<file path="config.mk">
export PLATFORM = sky130hd
export DESIGN_NAME = song_sequencer
export DESIGN_NICKNAME = d
export VERILOG_FILES = /design/src/rtl/song_pkg.sv /design/src/rtl/song_sequencer_progress_meter.sv /design/src/rtl/song_sequencer.sv
export SDC_FILE = /design/constraint.sdc
export NUM_CORES = 1
export LEC_CHECK = 0
export ABC_AREA = 1
export ABC_CLOCK_PERIOD_IN_PS = 3600
export BUFFER_PORTS_ARGS = -buffer_cell sky130_fd_sc_hd__buf_2
export CORE_ASPECT_RATIO = 1.1
export CORE_MARGIN = 3
export CORE_UTILIZATION = 40
export CTS_CLUSTER_SIZE = 8
export DETAILED_ROUTE_END_ITERATION = 8
export SYNTH_ARGS = -nofsm -noshare
export SYNTH_HDL_FRONTEND = slang
export SYNTH_SLANG_ARGS = --single-unit
</file>
<file path="constraint.sdc">
create_clock -name iClk -period 3.6 [get_ports iClk]
set_input_delay 0.36 -clock iClk [delete_from_list [all_inputs] [get_ports iClk]]
set_output_delay 0.36 -clock iClk [all_outputs]
set_load 0.03 [all_outputs]
</file>
<file path="src/rtl/song_pkg.sv">
// Shared types and song tables for the song sequencer: FSM states, ROM entry layout
// and per-song base address / entry count.
package song_pkg;

  typedef enum logic [2:0] {
    ST_IDLE,
    ST_FETCH,
    ST_WAIT,
    ST_PLAY,
    ST_GAP,
    ST_DONE
  } state_e;

  localparam int NUM_SONGS = 3;

  localparam int DUR_MSB  = 11;
  localparam int DUR_LSB  = 8;
  localparam int FREQ_MSB = 7;
  localparam int FREQ_LSB = 0;

  localparam logic [7:0]  FREQ_SILENT  = 8'd0;
  localparam logic [7:0]  PROGRESS_MAX = 8'd100;
  localparam logic [15:0] NOTE_WEIGHT  = 16'd100;

  // Entry 0 is free play: it never reads the ROM, so its base/length are placeholders.
  localparam logic [11:0] SONG_BASE [NUM_SONGS] = '{12'h000, 12'h010, 12'h040};
  localparam logic [15:0] SONG_LEN  [NUM_SONGS] = '{16'd1, 16'd2, 16'd5};

  function automatic logic [3:0] effective_song(input logic [3:0] sel);
    return (int'(sel) < NUM_SONGS) ? sel : 4'd0;
  endfunction

  function automatic logic [11:0] song_base(input logic [3:0] song);
    logic [11:0] base;
    base = '0;
    for (int i = 0; i < NUM_SONGS; i++)
      if (song == 4'(i)) base = SONG_BASE[i];
    return base;
  endfunction

  function automatic logic [15:0] song_len(input logic [3:0] song);
    logic [15:0] len;
    len = 16'd1;
    for (int i = 0; i < NUM_SONGS; i++)
      if (song == 4'(i)) len = SONG_LEN[i];
    return len;
  endfunction

endpackage

</file>
<file path="src/rtl/song_sequencer_progress_meter.sv">
// Divider-free percentage meter: each finished note adds 100 to an accumulator that is
// drained by song_len once per cycle, bumping the percentage each time.
module progress_meter
  import song_pkg::*;
(
  input  logic        clk,
  input  logic        reset,
  input  logic        clear,
  input  logic        force_full,
  input  logic        note_done,
  input  logic [15:0] song_len,
  output logic [7:0]  progress
);

  logic [15:0] acc_q, acc_d;
  logic [7:0]  progress_q, progress_d;

  always_comb begin
    acc_d      = acc_q + (note_done ? NOTE_WEIGHT : 16'd0);
    progress_d = progress_q;
    if (clear) begin
      acc_d      = '0;
      progress_d = '0;
    end else if (force_full) begin
      acc_d      = '0;
      progress_d = PROGRESS_MAX;
    end else if (acc_q >= song_len) begin
      acc_d = acc_d - song_len;
      if (progress_q != PROGRESS_MAX) progress_d = progress_q + 8'd1;
    end
  end

  always_ff @(posedge clk) begin
    if (reset) begin
      acc_q      <= '0;
      progress_q <= '0;
    end else begin
      acc_q      <= acc_d;
      progress_q <= progress_d;
    end
  end

  assign progress = progress_q;

endmodule

</file>
<file path="src/rtl/song_sequencer.sv">
// Plays a built-in song from an external note ROM, timing each note in beats with a
// silent articulation gap; song 0 passes the live keyboard straight through.
module song_sequencer
  import song_pkg::*;
#(
  parameter int BEAT_CYCLES = 12_500_000,
  parameter int GAP_CYCLES  = 1_000_000,
  parameter int ADDR_W      = 12
) (
  input  logic              iClk,
  input  logic              iReset,
  input  logic [3:0]        iSongSelect,
  input  logic              iStart,
  input  logic              iPause,
  input  logic [7:0]        iKeyFreqType,
  output logic [ADDR_W-1:0] oRomAddr,
  input  logic [11:0]       iRomData,
  output logic [7:0]        oFreqType,
  output logic [7:0]        oProgress,
  output logic [3:0]        oSongSelected,
  output logic              oBusy,
  output logic              oDone
);

  localparam logic [31:0] BEAT_C = 32'(BEAT_CYCLES);
  localparam logic [31:0] GAP_C  = 32'(GAP_CYCLES);

  state_e            state_q, state_d;
  logic [31:0]       cnt_q, cnt_d;
  logic [ADDR_W-1:0] addr_q, addr_d;
  logic [7:0]        freq_q, freq_d;
  logic [3:0]        song_q, song_d;
  logic              busy_q, busy_d;
  logic              done_q, done_d;
  logic              abort, note_done, prog_clear, prog_full;
  logic [3:0]        rom_dur;

  assign rom_dur = iRomData[DUR_MSB:DUR_LSB];

  // Abort is judged against the incoming selection so the FSM and oSongSelected change together.
  always_comb begin
    song_d     = effective_song(iSongSelect);
    abort      = (song_d != song_q);
    state_d    = state_q;
    cnt_d      = cnt_q;
    addr_d     = addr_q;
    freq_d     = freq_q;
    busy_d     = busy_q;
    done_d     = 1'b0;
    note_done  = 1'b0;
    prog_clear = 1'b0;
    prog_full  = 1'b0;
    if (abort) begin
      state_d    = ST_IDLE;
      busy_d     = 1'b0;
      prog_clear = 1'b1;
    end else if (iStart && song_q != 4'd0) begin
      state_d    = ST_FETCH;
      addr_d     = ADDR_W'(song_base(song_q));
      busy_d     = 1'b1;
      prog_clear = 1'b1;
    end else begin
      case (state_q)
        ST_FETCH: state_d = ST_WAIT;
        ST_WAIT: begin
          if (rom_dur == 4'd0) begin
            state_d   = ST_DONE;
            busy_d    = 1'b0;
            done_d    = 1'b1;
            prog_full = 1'b1;
          end else begin
            freq_d  = iRomData[FREQ_MSB:FREQ_LSB];
            cnt_d   = 32'(rom_dur) * BEAT_C - 32'd1;
            state_d = ST_PLAY;
          end
        end
        ST_PLAY: begin
          if (!iPause) begin
            if (cnt_q == 32'd0) begin
              note_done = 1'b1;
              addr_d    = addr_q + 1'b1;
              cnt_d     = GAP_C - 32'd1;
              state_d   = ST_GAP;
            end else begin
              cnt_d = cnt_q - 32'd1;
            end
          end
        end
        ST_GAP: begin
          if (!iPause) begin
            if (cnt_q == 32'd0) state_d = ST_FETCH;
            else                cnt_d   = cnt_q - 32'd1;
          end
        end
        ST_DONE: state_d = ST_IDLE;
        default: state_d = ST_IDLE;
      endcase
    end
  end

  always_ff @(posedge iClk) begin
    if (iReset) begin
      state_q <= ST_IDLE;
      cnt_q   <= '0;
      addr_q  <= '0;
      freq_q  <= FREQ_SILENT;
      song_q  <= '0;
      busy_q  <= 1'b0;
      done_q  <= 1'b0;
    end else begin
      state_q <= state_d;
      cnt_q   <= cnt_d;
      addr_q  <= addr_d;
      freq_q  <= freq_d;
      song_q  <= song_d;
      busy_q  <= busy_d;
      done_q  <= done_d;
    end
  end

  // Tone mux is combinational so free play has no latency and pause mutes immediately.
  always_comb begin
    oFreqType = FREQ_SILENT;
    case (state_q)
      ST_IDLE: if (song_q == 4'd0) oFreqType = iKeyFreqType;
      ST_PLAY: if (!iPause) oFreqType = freq_q;
      default: oFreqType = FREQ_SILENT;
    endcase
  end

  progress_meter u_progress (
    .clk       (iClk),
    .reset     (iReset),
    .clear     (prog_clear),
    .force_full(prog_full),
    .note_done (note_done),
    .song_len  (song_len(song_q)),
    .progress  (oProgress)
  );

  assign oRomAddr      = addr_q;
  assign oSongSelected = song_q;
  assign oBusy         = busy_q;
  assign oDone         = done_q;

endmodule

</file>
==> metrics.yaml <==
synth_edf_count: 0
cp-end-kind: "flop"
powerDensity_mw_per_mm2: 395
synthMuxAreaShare_pct: 0
dpl_cell_area_mm2: 0.00784
initial_utilization_pct: 41.3
critPathRequiredTime_ps: 3820
firstDrtPassIters: 5
vias: 7453
max-slew-margin-rel_pct: 32.7
synthAdderAreaFrac_pct: 9.71
status: "finished clean"
p_leak_nw: 4.18
htreeDepth: 3
coreArea_mm2: 0.0173
synthFlopType: "dfxtp_1"
skew_ps: 11.9
async_flop_share_pct: 0
seq_area_mm2: 0.00170
critPathLaunchType: "flop"
drtAntennaViolNets: 0
hold_buffers: 0
area_delta_synth_final_pct: 15.7
fin_cells: 1468
drt_iter0_markers: 354
ys_ff_latch: 85
synth_area_mm2: 0.00714
worst_pin_slew_ps: 1010
p_clk_share_pct: 28.6
dp_hpwl_mm: 15.4
tns_ps: 0
clk_path_buf_depth: 2
maxCapViolCount: 0
seqPwrFrac_pct: 30.1
fillers: 1836
critPathLaunch: "cnt_q[25]"
syn_inst: 1145
combPwrFrac_pct: 41.3
n_antenna_cell: 0
rsz0062_at_grt: "false"
die_h_um: 146
ios: 62
antenna_found_initial: 0
stdcell_area_mm2: 0.00825
nets: 1307
gp_congestion: 0.910
syn_avg_cell_area_um2: 6.23
die_w_um: 133
crit_arrival_ps: 3450
crit_fanout: 5
reg2reg_from: "cnt_q[25]"
cts-root-buf: "clkbuf_16"
synthSimpleGateAreaFrac_pct: 35.3
yosysTopAreaCellShare_pct: 23.8
tritoncts: "yes"
grt_usage_pct: 19.9
yosys_warnings: 0
setup_viol: 0
clk_latency_ps: 350
final-max-slew-violation-count: 0
wl_per_cell_um: 13.3
rrSetupSlack_ps: 380
rows: 50
grt_pass1_vias: 7115
place_inst: 1449
yosys-top-cells-count: "nand2_1, inv_1, nor2_1, nand3_1"
synth.largest_area_cell: "dfxtp_1"
layout_min_cycle_time_ps: 3220
reg2reg_depth: 20
numCtsBuffers: 9
switching_share_pct: 41.0
die-area_mm2: 0.0195
yosys.cell_count.top_type: "nand2_1"
synthTopCellsByArea: "dfxtp_1, nand2_1, inv_1, ha_1, nor2_1"
grt-ovfl-total: 0
multi_input_area_mm2: 0.00475
ir_drop_v: 0.000218
vias_per_cell: 5.08
reg2reg_to: "u_progress.acc_q[12]"
drive_gt1_share_pct: 14.2
post-route-period-util_pct: 89.5
wl_mm: 19.5
worst-setup-path-type: "flop to flop"
crit_end: "u_progress.acc_q[12]"
drc_errors: 0
switching_power_mw: 1.34
synthDistinctLibCells: 48
finalHoldViolCount: 0
synth_top_family_by_area: "simple AND/OR/NAND/NOR gates"
io_buffers: 61
grt_pass1_wl_mm: 32.5
synth-compound-area-share_pct: 15.3
p_total_mw: 3.26
intPower_mw: 1.92
fmax_mhz: 310
ys_seq_area_share_pct: 23.8
synth_xor_area_share_pct: 4.91
min_path_type: "input port to flop"
clk_pin_slew_ps: 70
cts.sinks: 85
grt_max_degree: 33
## placed cells by master, fill, tap and decap left out, drive strengths merged, types with 8 or more instances in the layout
master	instances
o21ai	70
inv	176
fa	9
nor3	29
nand4	20
nand3	88
nor2	145
o32ai	8
xor2	34
a21oi	92
dfxtp	85
nand2	278
clkbuf	9
ha	41
buf	94
## final cells by class
type	instances	area share, %
Clock inverter	7	0.819
Timing Repair Buffer	94	6.70
Multi-Input combinational cell	864	57.6
Inverter	175	7.97
Tap cell	234	3.55
Clock buffer	9	2.73
Sequential cell	85	20.6
## state kept, by name, summed over array words and instances, names as in the netlist
register             flops
u_progress.acc_q        16
oBusy                    1
oRomAddr                12
state_q                  3
freq_q                   8
oSongSelected            4
cnt_q                   32
oDone                    1
u_progress.progress      8
## worst min path at each step
stage	start	end	cells after the start
6_report	iRomData[5]	freq_q[5]	3
5_1_grt	iRomData[1]	freq_q[1]	3
4_1_cts	iRomData[5]	freq_q[5]	3
3_5_place_dp	cnt_q[0]	cnt_q[0]	1
3_3_place_gp	freq_q[5]	freq_q[5]	2
2_1_floorplan	cnt_q[0]	cnt_q[0]	1
## critical path, cell delays in order, from the launching register on
cell,delay [ps]
dfxtp_1,340
inv_1,80
nand2_1,90
nor2_2,110
nand2_1,110
nor3_2,180
nand2_2,130
nor3_4,140
nand2_1,80
nor2_1,90
buf_4,150
ha_2,280
ha_1,320
nand2_1,100
nand2_1,70
inv_1,70
nand4_1,150
nor2_2,180
nand3_1,130
o21ai_0,220
a21oi_2,80
## metrics by stage
stage                     utilization, %  worst slack [ps]  hold slack, ps
after floorplan                        -               266             426
after global placement              45.4              53.2             441
after detailed placement            45.4              15.8             443
after CTS                           47.1               126             276
after global routing                47.8              6.48             310
final                               47.8               376             293
## power by group through the flow
stage / combinational, mW / sequential [mW] / clock, mW
2_1_floorplan: 0.914 / 1.00 / 0
3_3_place_gp: 1.28 / 1.00 / 0
3_5_place_dp: 1.28 / 1.00 / 0
4_1_cts: 1.29 / 0.981 / 0.954
5_1_grt: 1.53 / 0.984 / 0.993
6_report: 1.35 / 0.981 / 0.931
## kinds of logic after synthesis
logic type,after synthesis
xor gates and xnor gates,40
other,1
AOI/OAI and AO/OA,195
DFF,85
and+or+nand+nor,577
adders and majority gates,50
buffers and inverters,197
## what timing repair did
item                       CTS  global route
setup endpoints to repair    0             8
buffers inserted             0             3
gates resized for setup      0            35
## routing by layer
layer | up-vias | GRT usage [%] | part of all wire, %
li1 | 3882 | - | -
met1 | 3387 | 24.9 | 46
met2 | 156 | 35.1 | 48
met3 | 28 | 2.86 | 4.0
met4 | 0 | 6.64 | 2.1
met5 | - | 0 | 0
Power figures use the tool's default switching activity.
